--- src/rtl/fpu_normalizer_if.sv ---
// Handshake bundle between the add/sub stage, the normalizer and its consumer.
// Upstream drives in_*/out_ready (master); the normalizer drives in_ready/out_* (slave).
interface fpu_normalizer_if #(
  parameter int WIDTH = 64,
  parameter int EXP_W = 11
);
  logic             in_valid;
  logic             in_ready;
  logic [WIDTH:0]   in_mant;
  logic             in_sign;
  logic [EXP_W-1:0] in_exp;

  logic             out_valid;
  logic             out_ready;
  logic [WIDTH-1:0] out_mant;
  logic [EXP_W-1:0] out_exp;
  logic             out_sign;
  logic             out_zero;
  logic             out_ovf;
  logic             out_unf;
  logic             out_sticky;

  modport master (
    output in_valid, in_mant, in_sign, in_exp, out_ready,
    input  in_ready, out_valid, out_mant, out_exp, out_sign,
           out_zero, out_ovf, out_unf, out_sticky
  );

  modport slave (
    input  in_valid, in_mant, in_sign, in_exp, out_ready,
    output in_ready, out_valid, out_mant, out_exp, out_sign,
           out_zero, out_ovf, out_unf, out_sticky
  );
endinterface

--- src/rtl/fpu_normalizer.sv ---
// Normalizes an add/sub magnitude to a leading one at bit WIDTH-1, one bit per cycle; FPU_NORM_STICKY_EN enables out_sticky.
// Latency: out_valid 1+k edges after the accept edge (2+k counting it), k = left shifts.
// Backpressure: one transaction in flight; in_ready low until the result handshakes out.
module fpu_normalizer #(
  parameter int WIDTH = 64,
  parameter int EXP_W = 11
) (
  input logic              clk,
  input logic              rst,
  fpu_normalizer_if.slave  bus
);

  typedef enum logic [1:0] {IDLE, SHIFT, DONE} state_t;

  typedef struct packed {
    logic [WIDTH-1:0] mant;
    logic [EXP_W-1:0] exp;
    logic             sign;
    logic             zero;
    logic             ovf;
    logic             unf;
  } res_t;

  state_t           state_q, state_d;
  logic [WIDTH:0]   mant_q, mant_d;
  logic [EXP_W-1:0] exp_q, exp_d;
  logic [EXP_W-1:0] exp_inc;
  logic             sign_q;
  res_t             res_q, res_d;
  logic             res_load;
  logic             accept;

  assign bus.in_ready = (state_q == IDLE) & ~rst;
  assign accept       = bus.in_valid & bus.in_ready;
  assign exp_inc      = exp_q + EXP_W'(1);

  always_comb begin
    state_d       = state_q;
    mant_d        = mant_q;
    exp_d         = exp_q;
    res_load      = 1'b0;
    res_d.mant    = mant_q[WIDTH-1:0];
    res_d.exp     = exp_q;
    res_d.sign    = sign_q;
    res_d.zero    = 1'b0;
    res_d.ovf     = 1'b0;
    res_d.unf     = 1'b0;
    case (state_q)
      IDLE: begin
        if (accept) begin
          state_d = SHIFT;
          mant_d  = bus.in_mant;
          exp_d   = bus.in_exp;
        end
      end
      SHIFT: begin
        if (mant_q == '0) begin
          state_d    = DONE;
          res_load   = 1'b1;
          res_d.zero = 1'b1;
          res_d.sign = 1'b0;
          res_d.exp  = '0;
          res_d.mant = '0;
        end else if (mant_q[WIDTH]) begin
          // Carry-out: one right shift always suffices, all-ones exponent means overflow.
          state_d    = DONE;
          res_load   = 1'b1;
          res_d.mant = mant_q[WIDTH:1];
          res_d.exp  = exp_inc;
          res_d.ovf  = &exp_inc;
        end else if (mant_q[WIDTH-1]) begin
          state_d  = DONE;
          res_load = 1'b1;
        end else if (exp_q == '0) begin
          state_d   = DONE;
          res_load  = 1'b1;
          res_d.unf = 1'b1;
        end else begin
          mant_d = mant_q << 1;
          exp_d  = exp_q - EXP_W'(1);
        end
      end
      DONE: begin
        if (bus.out_ready) state_d = IDLE;
      end
      default: state_d = IDLE;
    endcase
  end

  always_ff @(posedge clk or posedge rst) begin
    if (rst) begin
      state_q <= IDLE;
      mant_q  <= '0;
      exp_q   <= '0;
      sign_q  <= 1'b0;
      res_q   <= '0;
    end else begin
      state_q <= state_d;
      mant_q  <= mant_d;
      exp_q   <= exp_d;
      if (accept)   sign_q <= bus.in_sign;
      if (res_load) res_q  <= res_d;
    end
  end

`ifdef FPU_NORM_STICKY_EN
  logic sticky_q;

  always_ff @(posedge clk or posedge rst) begin
    if (rst) begin
      sticky_q <= 1'b0;
    end else if (accept) begin
      sticky_q <= 1'b0;
    end else if (state_q == SHIFT && mant_q[WIDTH]) begin
      sticky_q <= mant_q[0];
    end
  end

  assign bus.out_sticky = sticky_q;
`else
  assign bus.out_sticky = 1'b0;
`endif

  assign bus.out_valid = (state_q == DONE);
  assign bus.out_mant  = res_q.mant;
  assign bus.out_exp   = res_q.exp;
  assign bus.out_sign  = res_q.sign;
  assign bus.out_zero  = res_q.zero;
  assign bus.out_ovf   = res_q.ovf;
  assign bus.out_unf   = res_q.unf;

endmodule

--- src/flat_wrapper.sv ---
// flat-port wrapper written by rule: the top's interface ports become plain ports
module fpu_normalizer_flat 
#(
  parameter int WIDTH = 64,
  parameter int EXP_W = 11
)
  (clk, rst, bus_in_valid, bus_in_mant, bus_in_sign, bus_in_exp, bus_out_ready, bus_in_ready, bus_out_valid, bus_out_mant, bus_out_exp, bus_out_sign, bus_out_zero, bus_out_ovf, bus_out_unf, bus_out_sticky);
  fpu_normalizer_if #(.WIDTH(WIDTH), .EXP_W(EXP_W)) bus_i ();
  input logic clk;
  input logic rst;
  input wire logic [$bits(bus_i.in_valid)-1:0] bus_in_valid;
  input wire logic [$bits(bus_i.in_mant)-1:0] bus_in_mant;
  input wire logic [$bits(bus_i.in_sign)-1:0] bus_in_sign;
  input wire logic [$bits(bus_i.in_exp)-1:0] bus_in_exp;
  input wire logic [$bits(bus_i.out_ready)-1:0] bus_out_ready;
  output wire logic [$bits(bus_i.in_ready)-1:0] bus_in_ready;
  output wire logic [$bits(bus_i.out_valid)-1:0] bus_out_valid;
  output wire logic [$bits(bus_i.out_mant)-1:0] bus_out_mant;
  output wire logic [$bits(bus_i.out_exp)-1:0] bus_out_exp;
  output wire logic [$bits(bus_i.out_sign)-1:0] bus_out_sign;
  output wire logic [$bits(bus_i.out_zero)-1:0] bus_out_zero;
  output wire logic [$bits(bus_i.out_ovf)-1:0] bus_out_ovf;
  output wire logic [$bits(bus_i.out_unf)-1:0] bus_out_unf;
  output wire logic [$bits(bus_i.out_sticky)-1:0] bus_out_sticky;
  assign bus_i.in_valid = bus_in_valid;
  assign bus_i.in_mant = bus_in_mant;
  assign bus_i.in_sign = bus_in_sign;
  assign bus_i.in_exp = bus_in_exp;
  assign bus_i.out_ready = bus_out_ready;
  assign bus_in_ready = bus_i.in_ready;
  assign bus_out_valid = bus_i.out_valid;
  assign bus_out_mant = bus_i.out_mant;
  assign bus_out_exp = bus_i.out_exp;
  assign bus_out_sign = bus_i.out_sign;
  assign bus_out_zero = bus_i.out_zero;
  assign bus_out_ovf = bus_i.out_ovf;
  assign bus_out_unf = bus_i.out_unf;
  assign bus_out_sticky = bus_i.out_sticky;
  fpu_normalizer #(.WIDTH(WIDTH), .EXP_W(EXP_W)) u_core (.clk(clk), .rst(rst), .bus(bus_i));
endmodule
--- config.mk ---
export PLATFORM = sky130hd
export DESIGN_NAME = fpu_normalizer_flat
export DESIGN_NICKNAME = d
export VERILOG_FILES = /design/src/rtl/fpu_normalizer_if.sv /design/src/rtl/fpu_normalizer.sv /design/src/flat_wrapper.sv
export SDC_FILE = /design/constraint.sdc
export NUM_CORES = 1
export LEC_CHECK = 0
export CAP_MARGIN = 0
export CORE_MARGIN = 3
export CORE_UTILIZATION = 55
export CTS_CLUSTER_SIZE = 20
export DETAILED_ROUTE_END_ITERATION = 8
export PLACE_DENSITY_LB_ADDON = 0.1
export SYNTH_ARGS = -nofsm -noshare
export SYNTH_HDL_FRONTEND = slang
export SYNTH_SLANG_ARGS = --single-unit
export TNS_END_PERCENT = 1
--- constraint.sdc ---
create_clock -name clk -period 13 [get_ports clk]
set_input_delay 3.25 -clock clk [delete_from_list [all_inputs] [get_ports clk]]
set_output_delay 3.25 -clock clk [all_outputs]
set_load 0.005 [all_outputs]
==> metrics.yaml <==
outcome: "finished clean"
num_rows: 42
rrSetupSlack_ps: 9500
wl_per_cell_um: 19.4
die_area_mm2: 0.0155
arrival_ps: 4580
vias: 6863
avgSynthCellArea_um2: 9.78
worstSetupStartpointType: "input pin"
dpl_cell_area_mm2: 0.00933
final_cell_mix: "clkdlybuf4s50_1, dfrtp_1, a21oi_1, nor2_1, nor3_1"
hpwlAfterDp_um: 13700
cp_common_cell: "clkdlybuf4s50_1"
maxCapViolations: 0
die_w_um: 124
track_usage_pct: 27.3
diodes: 0
max_slew_margin_pct: 19.6
layout_setup_ws_ps: 5170
crit_fanout: 3
nets: 991
clock.fmax_ghz: 0.128
cts_setup_buffers: 0
whs_ps: 485
max_stage_delay_ps: 560
seqCellArea_mm2: 0.00396
critPathRequiredTime_ps: 9750
cts_buffers: 17
final_common_cell: "clkdlybuf4s50_1"
peakVddDrop_mv: 0.131
min_to: "u_core.bus.out_ovf"
grt_use_met1_pct: 36.5
drt-initial-drc-count: 671
port_buffers: 161
htreeDepth: 4
rr_startpoint: "u_core.exp_q[0]"
hp-start: "u_core.bus.out_ovf"
fin_worst_skew_ps: 7.35
synth_flop_cell: "dfrtp_1"
leakage_nw: 3.99
ctsLongestPathBuffers: 2
ys_warn_count: 0
totalWireLength_um: 21200
timing.final.crit_share_pct: 60.2
cts_tree: "built"
fin_area_mm2: 0.00994
ys_seq_area_share_pct: 51.2
root_buffer: "clkbuf_16"
finalCriticalPeriod_ps: 7830
rsz0062_at_grt: "no"
power_density_mw_per_mm2: 265
ios: 163
grt_pass1_wl_um: 34700
synth_nets: 873
via_per_inst: 6.26
antenna_found_initial: 1
worstMarginPinSlew_ps: 1200
layout-drive-gt1-share_pct: 5.76
grt_pass1_vias: 6849
die_h_um: 124
ys_async_sr_fraction_pct: 100
grt_overflow: 0
clock_sinks: 158
timing.setup.tns_ps: 0
first_pass_iters: 5
core_mm2: 0.0135
dp_slack_ps: 5180
cpMaxStageDelayCell: "clkdlybuf4s50_1"
crit_chain: "clkdlybuf4s50_1 > nor3_1 > clkdlybuf4s50_1"
setup_viol: 0
r2r-end: "u_core.exp_q[7]"
hold_buffers: 0
hp-class: "reg -> reg"
synth_edf_count: 0
grtUsageMet3_pct: 6.99
worstSetupPathType: "in -> out"
clk_pin_slew_ps: 60
synthTopCellsByArea: "dfrtp_1, a21oi_1, mux2i_1, a22oi_1, nor3_1"
holdPathStages: 1
busiest_layer: "met2"
ant_nets: 0
initial_core_util_pct: 57.3
end_kind: "output pin"
finalWeightedCongestion: 0.856
synth_top_area_share_pct: 51.2
r2r_cells: 9
drc: 0
yosysTopAreaCell: "dfrtp_1"
synth_seq_cells: 158
report.power.total_mw: 2.63
area_growth_pct: 28.9
drv_slew: 0
hold_viol: 0
multi_input_area_mm2: 0.00344
gr-usage-met2_pct: 44.1
stdcell_count: 1096
fin_util_pct: 73.9
postSynthCellCount: 789
cts_resized: 0
dp.cells: 1064
syn_area_mm2: 0.00771
synth_cell_types: 53
fillerInstances: 999
grt_max_degree: 96
clock_latency_ps: 420
-- synth_stat cells, drive strengths merged (4+ instances only) --
| cell | instances |
|---|---|
| a211oi | 6 |
| a21oi | 132 |
| a22o | 7 |
| a22oi | 62 |
| buf | 32 |
| clkbuf | 39 |
| dfrtp | 158 |
| inv | 8 |
| mux2i | 65 |
| nand2 | 24 |
| nand3 | 9 |
| nand4 | 9 |
| nor2 | 86 |
| nor3 | 75 |
| nor4 | 20 |
| o2bb2ai | 4 |
| xnor2 | 6 |
| xor2 | 6 |
-- area by class of cell --
type,count,share of cell area [%]
inverters,8,0.352
flip-flops and latches,158,39.8
clock inverters,11,1.66
clock buffers,21,4.53
repair buffers,170,16.9
multi-input cells,552,34.6
well taps,176,2.21
-- critical path, delay by kind of cell --
kind	cells	cell delay [ps]
AND/OR/NAND/NOR	1	260
buffers and inverters	2	1070
-- kinds of logic after synthesis --
kind of cell,after synthesis,share of synthesized area [%]
AO/OA/AOI/OAI,235,19.0
flip-flops,158,51.2
adder cells (fa/ha/maj),3,0.487
buffers and inverters,79,4.59
multiplexers,65,8.43
XOR/XNOR,12,1.36
AND/OR/NAND/NOR,236,14.9
other,1,0.0486
-- sequential cells by signal, summed over array words and instances, names as in the netlist --
register	flops
u_core.exp_q	11
u_core.bus.out_unf	1
u_core.state_q	2
u_core.bus.out_sign	1
u_core.bus.out_exp	11
u_core.sign_q	1
u_core.mant_q	65
u_core.bus.out_zero	1
u_core.bus.out_mant	64
u_core.bus.out_ovf	1
-- where the power goes --
part	switching (mW)	internal, mW	leakage, nW
clock	0.198	0.326	0.301
combinational	0.546	0.548	1.94
sequential	0.285	0.732	1.75
total	1.03	1.61	3.99
-- metal layers --
metal  share of wire (%)  vias to the layer above
met5               0.052                        -
met4                 1.8                        2
met3                 8.2                       34
met2                  48                      289
met1                  42                     3394
li1                    -                     3144
-- worst max-delay path by stage --
stage | from | end | depth (start not counted)
final | rst | bus_in_ready | 3
after CTS | rst | bus_in_ready | 3
after floorplan | rst | u_core.bus.out_exp[0] | 1
after global placement | rst | bus_in_ready | 3
after global routing | rst | bus_in_ready | 3
after detailed placement | rst | bus_in_ready | 3
Note: power is estimated with default switching activity, not from simulation.
